## src/rtl/valid_burst_gen.sv

```systemverilog
// Gated sample-valid burst generator: one-shot or periodic bursts of clk_en beats with idle gaps.
// Define VALID_BURST_STATS_EN to add the saturating burst_total completed-burst counter output.
module valid_burst_gen #(
   parameter int CNT_W         = 32,
   parameter int AUTO_START    = 1,
   parameter int DEFAULT_LIMIT = 224
) (
   input  logic             clk,
   input  logic             reset,
   input  logic             clk_en,
   input  logic             start,
   input  logic             abort,
   input  logic             cfg_periodic,
   input  logic [CNT_W-1:0] cfg_limit,
   input  logic [CNT_W-1:0] cfg_gap,
   output logic             valid,
   output logic             last,
   output logic             busy,
   output logic             done,
`ifdef VALID_BURST_STATS_EN
   output logic [CNT_W-1:0] beat_cnt,
   output logic [CNT_W-1:0] burst_total
`else
   output logic [CNT_W-1:0] beat_cnt
`endif
);

   typedef enum logic [1:0] {IDLE, RUN, GAP} state_t;

   localparam logic [CNT_W-1:0] DEF_LIM = CNT_W'(DEFAULT_LIMIT);
   localparam logic [CNT_W-1:0] ONE     = CNT_W'(1);

   state_t           state_q, state_d;
   logic [CNT_W-1:0] beat_cnt_q, beat_cnt_d;
   logic [CNT_W-1:0] limit_q, limit_d;
   logic [CNT_W-1:0] gap_q, gap_d;
   logic [CNT_W-1:0] gap_cnt_q, gap_cnt_d;
   logic             done_q, done_d;
   logic             auto_q;
   logic             enter_run;
   logic             valid_w;
   logic             last_w;
   logic             gap_end;
   logic [CNT_W-1:0] eff_limit;

   assign eff_limit = (cfg_limit == '0) ? DEF_LIM : cfg_limit;
   assign valid_w   = (state_q == RUN) && clk_en && !abort && !reset;
   assign last_w    = valid_w && (beat_cnt_q == limit_q - ONE);
   // A zero latched gap leaves GAP after one cycle instead of waiting for a wrap.
   assign gap_end   = (gap_q == '0) || (gap_cnt_q == gap_q - ONE);

   always_comb begin
      state_d    = state_q;
      beat_cnt_d = beat_cnt_q;
      limit_d    = limit_q;
      gap_d      = gap_q;
      gap_cnt_d  = gap_cnt_q;
      done_d     = 1'b0;
      enter_run  = 1'b0;
      if (abort) begin
         state_d   = IDLE;
         gap_cnt_d = '0;
      end else begin
         case (state_q)
            IDLE: begin
               if (start || ((AUTO_START != 0) && auto_q)) begin
                  enter_run = 1'b1;
               end
            end
            RUN: begin
               if (valid_w) begin
                  beat_cnt_d = beat_cnt_q + ONE;
                  if (last_w) begin
                     if (!cfg_periodic) begin
                        state_d = IDLE;
                        done_d  = 1'b1;
                     end else if (gap_q == '0) begin
                        enter_run = 1'b1;
                     end else begin
                        state_d   = GAP;
                        gap_cnt_d = '0;
                        limit_d   = eff_limit;
                        gap_d     = cfg_gap;
                     end
                  end
               end
            end
            GAP: begin
               if (gap_end) begin
                  enter_run = 1'b1;
               end else begin
                  gap_cnt_d = gap_cnt_q + ONE;
               end
            end
            default: state_d = IDLE;
         endcase
      end
      if (enter_run) begin
         state_d    = RUN;
         beat_cnt_d = '0;
         gap_cnt_d  = '0;
         limit_d    = eff_limit;
         gap_d      = cfg_gap;
      end
   end

   always_ff @(posedge clk) begin
      if (reset) begin
         state_q    <= IDLE;
         beat_cnt_q <= '0;
         limit_q    <= DEF_LIM;
         gap_q      <= '0;
         gap_cnt_q  <= '0;
         done_q     <= 1'b0;
         auto_q     <= 1'b1;
      end else begin
         state_q    <= state_d;
         beat_cnt_q <= beat_cnt_d;
         limit_q    <= limit_d;
         gap_q      <= gap_d;
         gap_cnt_q  <= gap_cnt_d;
         done_q     <= done_d;
         auto_q     <= 1'b0;
      end
   end

   assign valid    = valid_w;
   assign last     = last_w;
   assign busy     = (state_q != IDLE);
   assign done     = done_q;
   assign beat_cnt = beat_cnt_q;

`ifdef VALID_BURST_STATS_EN
   logic [CNT_W-1:0] total_q;

   always_ff @(posedge clk) begin
      if (reset) begin
         total_q <= '0;
      end else if (last_w && (total_q != '1)) begin
         total_q <= total_q + ONE;
      end
   end

   assign burst_total = total_q;
`endif

endmodule

```

## config.mk

```make
export PLATFORM = sky130hd
export DESIGN_NAME = valid_burst_gen
export DESIGN_NICKNAME = d
export VERILOG_FILES = /design/src/rtl/valid_burst_gen.sv
export SDC_FILE = /design/constraint.sdc
export NUM_CORES = 1
export LEC_CHECK = 0
export BUFFER_PORTS_ARGS = -buffer_cell sky130_fd_sc_hd__buf_2
export CAP_MARGIN = 20
export CORE_UTILIZATION = 45
export CTS_BUF_LIST = sky130_fd_sc_hd__clkbuf_4 sky130_fd_sc_hd__clkbuf_8
export CTS_CLUSTER_DIAMETER = 80
export DETAILED_ROUTE_END_ITERATION = 10
export PLACE_DENSITY = 0.64
export SETUP_SLACK_MARGIN = 0.02
export SLEW_MARGIN = 20
export SYNTH_ARGS = -nofsm -noshare
export SYNTH_HDL_FRONTEND = slang
export SYNTH_SLANG_ARGS = --single-unit
```

## constraint.sdc

```tcl
create_clock -name clk -period 3.4 [get_ports clk]
set_input_delay 0 -clock clk [delete_from_list [all_inputs] [get_ports clk]]
set_output_delay 0 -clock clk [all_outputs]
set_load 0.005 [all_outputs]
```

Word level (Yosys, flattened, before mapping):

Index checks and enable logic that the tools add are counted.

* register bits after elaboration: 132
* output and inout bits: 36

* add/sub/neg operators: 4
* equality and inequality tests: 16
* multiplexer cells: 38
* bitwise logic cells: 5
* reductions and logical operators: 26

Operators with widths (count)
* 32-bit 2-to-1 mux: 20
* 32-bit by 1-bit adder with 32-bit output (second input constant): 2
* 32-bit == test: 2
* 32-bit zero test: 2
* 32-bit case mux with 2 select lines: 1
* 32-bit by 1-bit subtractor with 32-bit output (second input constant): 2
* 2-bit != test (second input constant): 6
* 6-bit AND reduction: 2
* 2-bit nonzero test: 6
* 1-bit 2-to-1 mux: 11
* 2-bit 2-to-1 mux: 4
* 4-bit != test (second input constant): 2
* 4-bit AND reduction: 2
* 5-bit != test (second input constant): 1
* 1-bit inverter: 5
* 5-bit OR reduction: 1
* 1-bit logical AND: 4
* 2-bit case mux with 2 select lines: 1
* 2-bit OR reduction: 2
* 3-bit by 1-bit != test with 1-bit output (second input constant): 1
* 3-bit != test (second input constant): 1
* 1-bit case mux with 3 select lines: 1
* 3-bit AND reduction: 1
* 3-bit OR reduction: 1
* other kinds (6): 8

Logic depth before layout (Yosys ltp):

Gate-level depths: netlist of the first run.

* depth in word-level cells: 11
* depth in mapped cells: 15
* depth with buffers taken out: 11

Worst setup path after synthesis of the first run:

No wires, ideal clock.

* kind: register -> register
* from: reg gap_q[0]
* to: reg gap_cnt_q[0]
* setup time: 0.117 ns
* data arrival time: 3.124 ns
* required time: 3.283 ns
* path slack: 0.159 ns
* stages on the path, launching flop included: 15
* cell sequence: dfxtp_1 inv_1 ha_1 or3b_1 or4_1 a2111o_1 a22oi_1 o211ai_1 o31a_1 buf_2 a2bb2oi_2 buf_4 buf_6 xor2_1 nor2_1

* word-level cells in the longest chain between the ends: 8

RTL lines
* start, declared: line 36 `logic [CNT_W-1:0] gap_q, gap_d;`
* start signal, assigned: line 120 `gap_q <= gap_d;`
* branches (longest 8 deep; another with 32-bit by 1-bit subtractor with 32-bit output)
* end signal, assigned: line 121 `gap_cnt_q <= gap_cnt_d;`
* end, declared: line 37 `logic [CNT_W-1:0] gap_cnt_q, gap_cnt_d;`

Parallel ways; which one is timed is not known.
A chain may end at the register's enable or synchronous reset.

Worst setup path after layout of the first run:

* from: reg gap_q[9]
* to: reg gap_q[1]

* word-level cells in the longest chain between the ends: 9

RTL lines
* branches (longest 9 deep; another with 32-bit by 1-bit subtractor with 32-bit output)

Parallel ways; which one is timed is not known.

==> results of run 1 <==
[registers in the layout, indices dropped and copies added (netlist names)]
name and cells:
beat_cnt 32, gap_cnt_q 32, gap_q 32, limit_q 32
state_q 2, auto_q 1, done 1
[power groups by stage]
stage | Clock (mW) | Combinational, mW | Sequential [mW]
after global routing | 1.46 | 1.05 | 1.68
final | 1.38 | 0.976 | 1.67
after global placement | 0 | 0.754 | 1.70
after detailed placement | 0 | 0.759 | 1.70
after floorplan | 0 | 0.512 | 1.68
after CTS | 1.39 | 0.822 | 1.66
[stage by stage]
stage | cell area [sq um] | TNS [ns] | instances
after floorplan | 8280 | 0 | 1001
after global placement | 9350 | 0 | 1341
after detailed placement | 9350 | -0.941 | 1341
after CTS | 10400 | 0 | 1437
after global routing | 11000 | -0.0398 | 1463
final | 11000 | 0 | 1463
[critical path: stages, from the launching register on]
cell       delay (ns)
dfxtp_4          0.37
or4_4            0.54
or4_4            0.52
a2111o_1         0.31
a22oi_2          0.14
o211ai_1         0.17
nor4_4           0.43
nor3b_4          0.11
buf_6            0.16
clkbuf_16        0.18
mux2i_1          0.19
nor2_1           0.05
[cells by family after synthesis]
kind of cell | after synthesis | share of synthesized area (%)
compound gates | 137 | 12.0
simple gates | 471 | 31.2
buf+inv | 76 | 3.84
fa+ha+maj | 5 | 0.755
xor+xnor | 105 | 11.3
flops | 132 | 31.9
mux | 75 | 9.08
[cells in the mapped netlist (all sizes together), types with 4 or more instances]
master	count	area share, %
o211ai	10	0.91
a21oi	33	2.0
and2	7	0.53
o21ai	14	0.85
nor4	42	4.2
and3	14	1.1
mux2i	74	8.9
nand2b	7	0.53
o2111ai	6	0.63
or4	19	1.8
or2	8	0.60
nor2b	4	0.30
nand3	42	2.5
nor2	144	6.5
a31oi	6	0.45
o31a	8	0.85
and4	15	1.6
xor2	58	6.1
o31ai	10	1.1
a2111oi	6	0.63
nand2	62	2.8
nand3b	12	1.1
ha	5	0.76
buf	20	1.3
nor4b	4	0.50
xnor2	46	4.9
dfxtp	132	32
clkbuf	32	1.5
or3	17	1.3
nor3b	4	0.36
nor3	33	2.1
nand4	29	2.5
inv	24	1.1
o41ai	9	0.95
[layer usage]
layer | track usage, % | vias to the layer above
met4 | 7.02 | 0
met5 | 0 | -
met3 | 4.38 | 39
met1 | 35.6 | 4016
met2 | 40.4 | 283
li1 | - | 4129
[what timing repair did]
action | CTS | global route
pin swaps | 1 | 27
hold buffers | 66 | 0
endpoints found under the hold margin | 66 | 0
endpoints found under the setup margin | 98 | 129
gates resized for setup | 2 | 76
buffers inserted | 0 | 19
gates cloned | 0 | 8
[area by class of cell]
cell class              instances  area (sq um)
clock buffers                  17           234
clock inverters                13           160
fillers                      1585          7000
inverters                      24          90.1
multi-input cells             794          5670
flip-flops and latches        132          2660
well taps                     229           287
repair buffers                254          1930
[worst paths after layout]
path	cells past startpoint	to
hold reg to reg	2	limit_q[24]
setup / recovery	11	gap_q[1]
hold / removal	5	beat_cnt[1]
setup reg to reg	11	gap_q[1]
==> impl_metrics.env, run 1 <==
export IMPL_core_sq_um=18000
export IMPL_drive_gt1_share_pct=24.1
export IMPL_mostFrequentLayoutCells="143 x nor2_1, 126 x dfxtp_1, 105 x buf_2"
export IMPL_avgRoutedWirePerCell_microns=17.8
export IMPL_reg2reg_setup_slack_ns=0.09
export IMPL_leakage_nw=4.56
export IMPL_synth_edf_count=0
export IMPL_die_area_sq_um=19000
export IMPL_power_mw=4.03
export IMPL_final_common_cell="nor2_1"
export IMPL_antenna_cells=0
export IMPL_hp_class="primary input to flip-flop"
export IMPL_p_comb_share_pct=24.2
export IMPL_drv_cap=0
export IMPL_vdd_drop_max_v=0.000262
export IMPL_worstPathMaxFanout=10
export IMPL_synth_avg_cell_area_sq_um=8.27
export IMPL_rows=49
export IMPL_routed_top_layer="met4"
export IMPL_clkPwrFrac_pct=34.3
export IMPL_gp_congestion=0.891
export IMPL_syn_area_sq_um=8280
export IMPL_routed_wl_microns=26100
export IMPL_die_width_microns=138
export IMPL_viasPerCell=5.79
export IMPL_clock_latency_ns=0.46
export IMPL_grt_pass1_vias=7431
export IMPL_timing_rr_start="gap_q[9]"
export IMPL_overflow=0
export IMPL_vias=8467
export IMPL_hold_slack_ns=0.0869
export IMPL_ctsLongestPathBuffers=2
export IMPL_area_delta_synth_final_pct=33.1
export IMPL_worstMarginPinSlew_ns=0.750
export IMPL_cts_buffers=17
export IMPL_crit_path_start="gap_q[9]"
export IMPL_grt_pass1_wl_microns=37700
export IMPL_pre_cts_ws_ns=-0.0566
export IMPL_synth_seq_area_share_pct=31.9
export IMPL_firstDrtPassIters=6
export IMPL_clk_pin_slew_ns=0.08
export IMPL_p_sw_mw=1.24
export IMPL_met2_length_microns=11900
export IMPL_rsz0062_at_grt="yes"
export IMPL_grt_max_degree=69
export IMPL_synth_seq_cells=132
export IMPL_startpoint_type="flip-flop"
export IMPL_crit_arrival_ns=3.63
export IMPL_p_sw_share_pct=30.8
export IMPL_antenna_found_initial=0
export IMPL_cts_tree="yes"
export IMPL_m1WireLength_microns=12300
export IMPL_ys_flop_type="dfxtp_1"
export IMPL_drt_iter0_drc=722
export IMPL_cts_root_buf="clkbuf_8"
export IMPL_clkSinkCount=132
export IMPL_cp_data_required_time_ns=3.72
export IMPL_fin_ws_ns=0.0942
export IMPL_fin_worst_skew_ns=0.0176
export IMPL_postSynthCellCount=1001
export IMPL_fin_crit_sh_pct=97.2
export IMPL_grt_total_usage_pct=25.6
export IMPL_ys_warn_count=0
export IMPL_clock_fmax_ghz=0.302
export IMPL_setup_violations_final=0
export IMPL_ys_types=73
export IMPL_power_share_sequential_pct=41.5
export IMPL_intPower_mw=2.79
export IMPL_io_pins=106
export IMPL_min_from="reset"
export IMPL_synthArstFlopShare_pct=0
export IMPL_status="completed"
export IMPL_syn_num_nets=1076
export IMPL_io_buffers=105
export IMPL_critical_path_class="flip-flop to flip-flop"
export IMPL_met3WireLength_microns=1360
export IMPL_post_route_util_pct=61.2
export IMPL_final_max_slew_viol_count=0
export IMPL_nNetsFinal=1298
export IMPL_post_route_drc_count=0
export IMPL_power_density_nw_per_um2=365
export IMPL_hold_viol=0
export IMPL_initial_utilization_pct=46.0
export IMPL_ant_nets=0
export IMPL_hpwl_microns=17700
export IMPL_relSlewSlack_pct=49.4
export IMPL_fp_dieH_microns=138
export IMPL_end_kind="flip-flop"
export IMPL_fin_crit_ns=3.31
export IMPL_cts_htree_levels=4
Note: power is estimated with default switching activity, not from simulation.
==> run 2: changes to the inputs <==
--- a/config.mk
+++ b/config.mk
@@ -7,11 +7,11 @@
 export LEC_CHECK = 0
 export BUFFER_PORTS_ARGS = -buffer_cell sky130_fd_sc_hd__buf_2
 export CAP_MARGIN = 20
-export CORE_UTILIZATION = 45
+export CORE_UTILIZATION = 55
 export CTS_BUF_LIST = sky130_fd_sc_hd__clkbuf_4 sky130_fd_sc_hd__clkbuf_8
 export CTS_CLUSTER_DIAMETER = 80
 export DETAILED_ROUTE_END_ITERATION = 10
-export PLACE_DENSITY = 0.64
+export PLACE_DENSITY = 0.76
 export SETUP_SLACK_MARGIN = 0.02
 export SLEW_MARGIN = 20
 export SYNTH_ARGS = -nofsm -noshare
==> run 2 against run 1 <==
Sequential share of layout area increased by 0.067 points. Power down 2.4%. Register-to-register slack lost 0.08 ns. Routed wire length grew 0.64%. Final cell count fell by 3.1%. Combinational power down 2%. Non-clock buffer count down 3.
==> impl_metrics.env, run 2 (same netlist as run 1, synthesis figures left out) <==
export IMPL_vias=8684
export IMPL_clk_pin_slew_ns=0.08
export IMPL_mostFrequentLayoutCells="144 x nor2_1, 131 x dfxtp_1, 106 x buf_2"
export IMPL_grt_pass1_wl_microns=40600
export IMPL_antenna_found_initial=1
export IMPL_firstDrtPassIters=6
export IMPL_drive_gt1_share_pct=23.5
export IMPL_placed_cell_area_sq_um=9400
export IMPL_hp_class="primary input to flip-flop"
export IMPL_final_max_slew_viol_count=0
export IMPL_cp_common_cell="or4_4"
export IMPL_grt_max_degree=69
export IMPL_io_buffers=105
export IMPL_critical_path_class="flip-flop to flip-flop"
export IMPL_crit_slowest_cell="or4_4"
export IMPL_worstPathMaxFanout=8
export IMPL_final_cells=1418
export IMPL_io_pins=106
export IMPL_setup_violations_final=0
export IMPL_leakage_nw=4.55
export IMPL_fp_dieH_microns=125
export IMPL_crit_arrival_ns=3.78
export IMPL_final_common_cell="nor2_1"
export IMPL_grt_pass1_vias=8047
export IMPL_drv_cap=0
export IMPL_rows=44
export IMPL_hpwl_microns=17400
export IMPL_startpoint_type="flip-flop"
export IMPL_vdd_drop_max_v=0.000277
export IMPL_dp_cells=1308
export IMPL_status="completed"
export IMPL_p_sw_mw=1.27
export IMPL_cp_data_required_time_ns=3.80
export IMPL_grt_total_usage_pct=32.0
export IMPL_stdcell_area_sq_um=10900
export IMPL_die_area_sq_um=15600
export IMPL_cts_htree_levels=4
export IMPL_gp_congestion=0.940
export IMPL_post_route_drc_count=0
export IMPL_clock_fmax_ghz=0.296
export IMPL_p_comb_share_pct=24.4
export IMPL_fin_crit_sh_pct=99.4
export IMPL_nNetsFinal=1295
export IMPL_hold_viol=0
export IMPL_fin_crit_ns=3.38
export IMPL_cts_root_buf="clkbuf_8"
export IMPL_ant_nets=0
export IMPL_avgRoutedWirePerCell_microns=18.5
export IMPL_ctsLongestPathBuffers=2
export IMPL_die_width_microns=125
export IMPL_rsz0062_at_grt="yes"
export IMPL_slowest_delay_ns=0.53
export IMPL_drt_iter0_drc=810
export IMPL_clkPwrFrac_pct=33.2
export IMPL_path_cells="or4_4 -> or4_4 -> nor4_4 -> nor3_2 -> nor4b_2 -> nand4_4 -> a2bb2oi_4 -> buf_6 -> or4_1 -> a21oi_1"
export IMPL_clkSinkCount=132
export IMPL_p_sw_share_pct=32.3
export IMPL_fin_worst_skew_ns=0.0131
export IMPL_power_share_sequential_pct=42.4
export IMPL_clock_latency_ns=0.47
export IMPL_end_kind="flip-flop"
export IMPL_reg2reg_setup_slack_ns=0.02
export IMPL_cts_buffers=17
export IMPL_relSlewSlack_pct=48.7
export IMPL_area_delta_synth_final_pct=32.1
export IMPL_worstMarginPinSlew_ns=0.770
export IMPL_power_density_nw_per_um2=359
export IMPL_core_sq_um=14600
export IMPL_overflow=0
export IMPL_intPower_mw=2.66
export IMPL_routed_wl_microns=26300
export IMPL_initial_utilization_pct=56.8
export IMPL_cts_tree="yes"
export IMPL_viasPerCell=6.12
==> run 2: cell types whose count changed in the layout (fill, tap and decap cells not counted), moves of 3 or more <==
cell	previous run	this run
dfxtp_4	3	0
a21oi_1	32	28
a21oi_2	1	5
nor4_1	23	26
buf_4	68	60
or3_4	2	5
inv_6	1	5
buf_12	1	6
or3_1	15	12
dfxtp_1	126	131
==> run 2: power by group through the flow <==
stage,sequential (mW),clock (mW),combinational [mW]
floorplan,1.68,0,0.512
global placement,1.70,0,0.773
detailed placement,1.70,0,0.781
CTS,1.66,1.31,0.851
global route,1.67,1.38,1.03
finish,1.67,1.30,0.960
==> run 2: per-layer routing <==
layer	GRT usage, %	wire, microns	vias to the layer above
met3	6.96	2030	63
met5	0	0	-
met2	49.6	11800	396
li1	-	-	4112
met1	43.4	11700	4113
met4	12.0	643	0
==> run 2: worst paths after layout <==
check                     start             to  cells past startpoint
setup / recovery    limit_q[24]   gap_cnt_q[9]                     10
hold / removal            reset    beat_cnt[1]                      5
setup reg to reg    limit_q[24]   gap_cnt_q[9]                     10
hold reg to reg   gap_cnt_q[31]  gap_cnt_q[31]                      2
==> run 2: final cells by class <==
cell class / instances / area [sq um]
tap: 184 / 230
clock inverter: 14 / 125
multi-input combinational: 794 / 5620
timing repair buffer: 251 / 1980
antenna: 1 / 2.50
inverter: 24 / 90.1
clock buffer: 18 / 248
sequential: 132 / 2640
fill: 1028 / 3650
==> run 2: repair_timing <==
action                                  4_1_cts  5_1_grt
resized for setup                             5       57
buffers inserted                              0        4
pin swaps                                     1       29
hold buffers                                 66        0
gates cloned                                  0        7
endpoints found under the hold margin        68        0
endpoints found under the setup margin       63      128
==> run 2: critical path: cells and delay by family (launching register included) <==
family	cells	cell delay (ns)
AOI/OAI and AO/OA	2	0.36
buffers and inverters	1	0.15
DFF	1	0.34
and+or+nand+nor	7	2.48
==> run 2: metrics by stage <==
| step | setup WS (ns) | utilization [%] | setup TNS [ns] | hold WS [ns] | total power [mW] |
|---|---|---|---|---|---|
| 2_1_floorplan | 0.159 | - | 0 | 0.0277 | 2.19 |
| 3_3_place_gp | -0.00171 | 64.5 | -0.00171 | 0.221 | 2.47 |
| 3_5_place_dp | -0.0393 | 64.5 | -0.182 | 0.226 | 2.48 |
| 4_1_cts | 0.00998 | 71.7 | 0 | 0.0702 | 3.82 |
| 5_1_grt | -0.122 | 75.0 | -1.62 | 0.133 | 4.08 |
| 6_report | 0.0190 | 75.0 | 0 | 0.0912 | 3.93 |
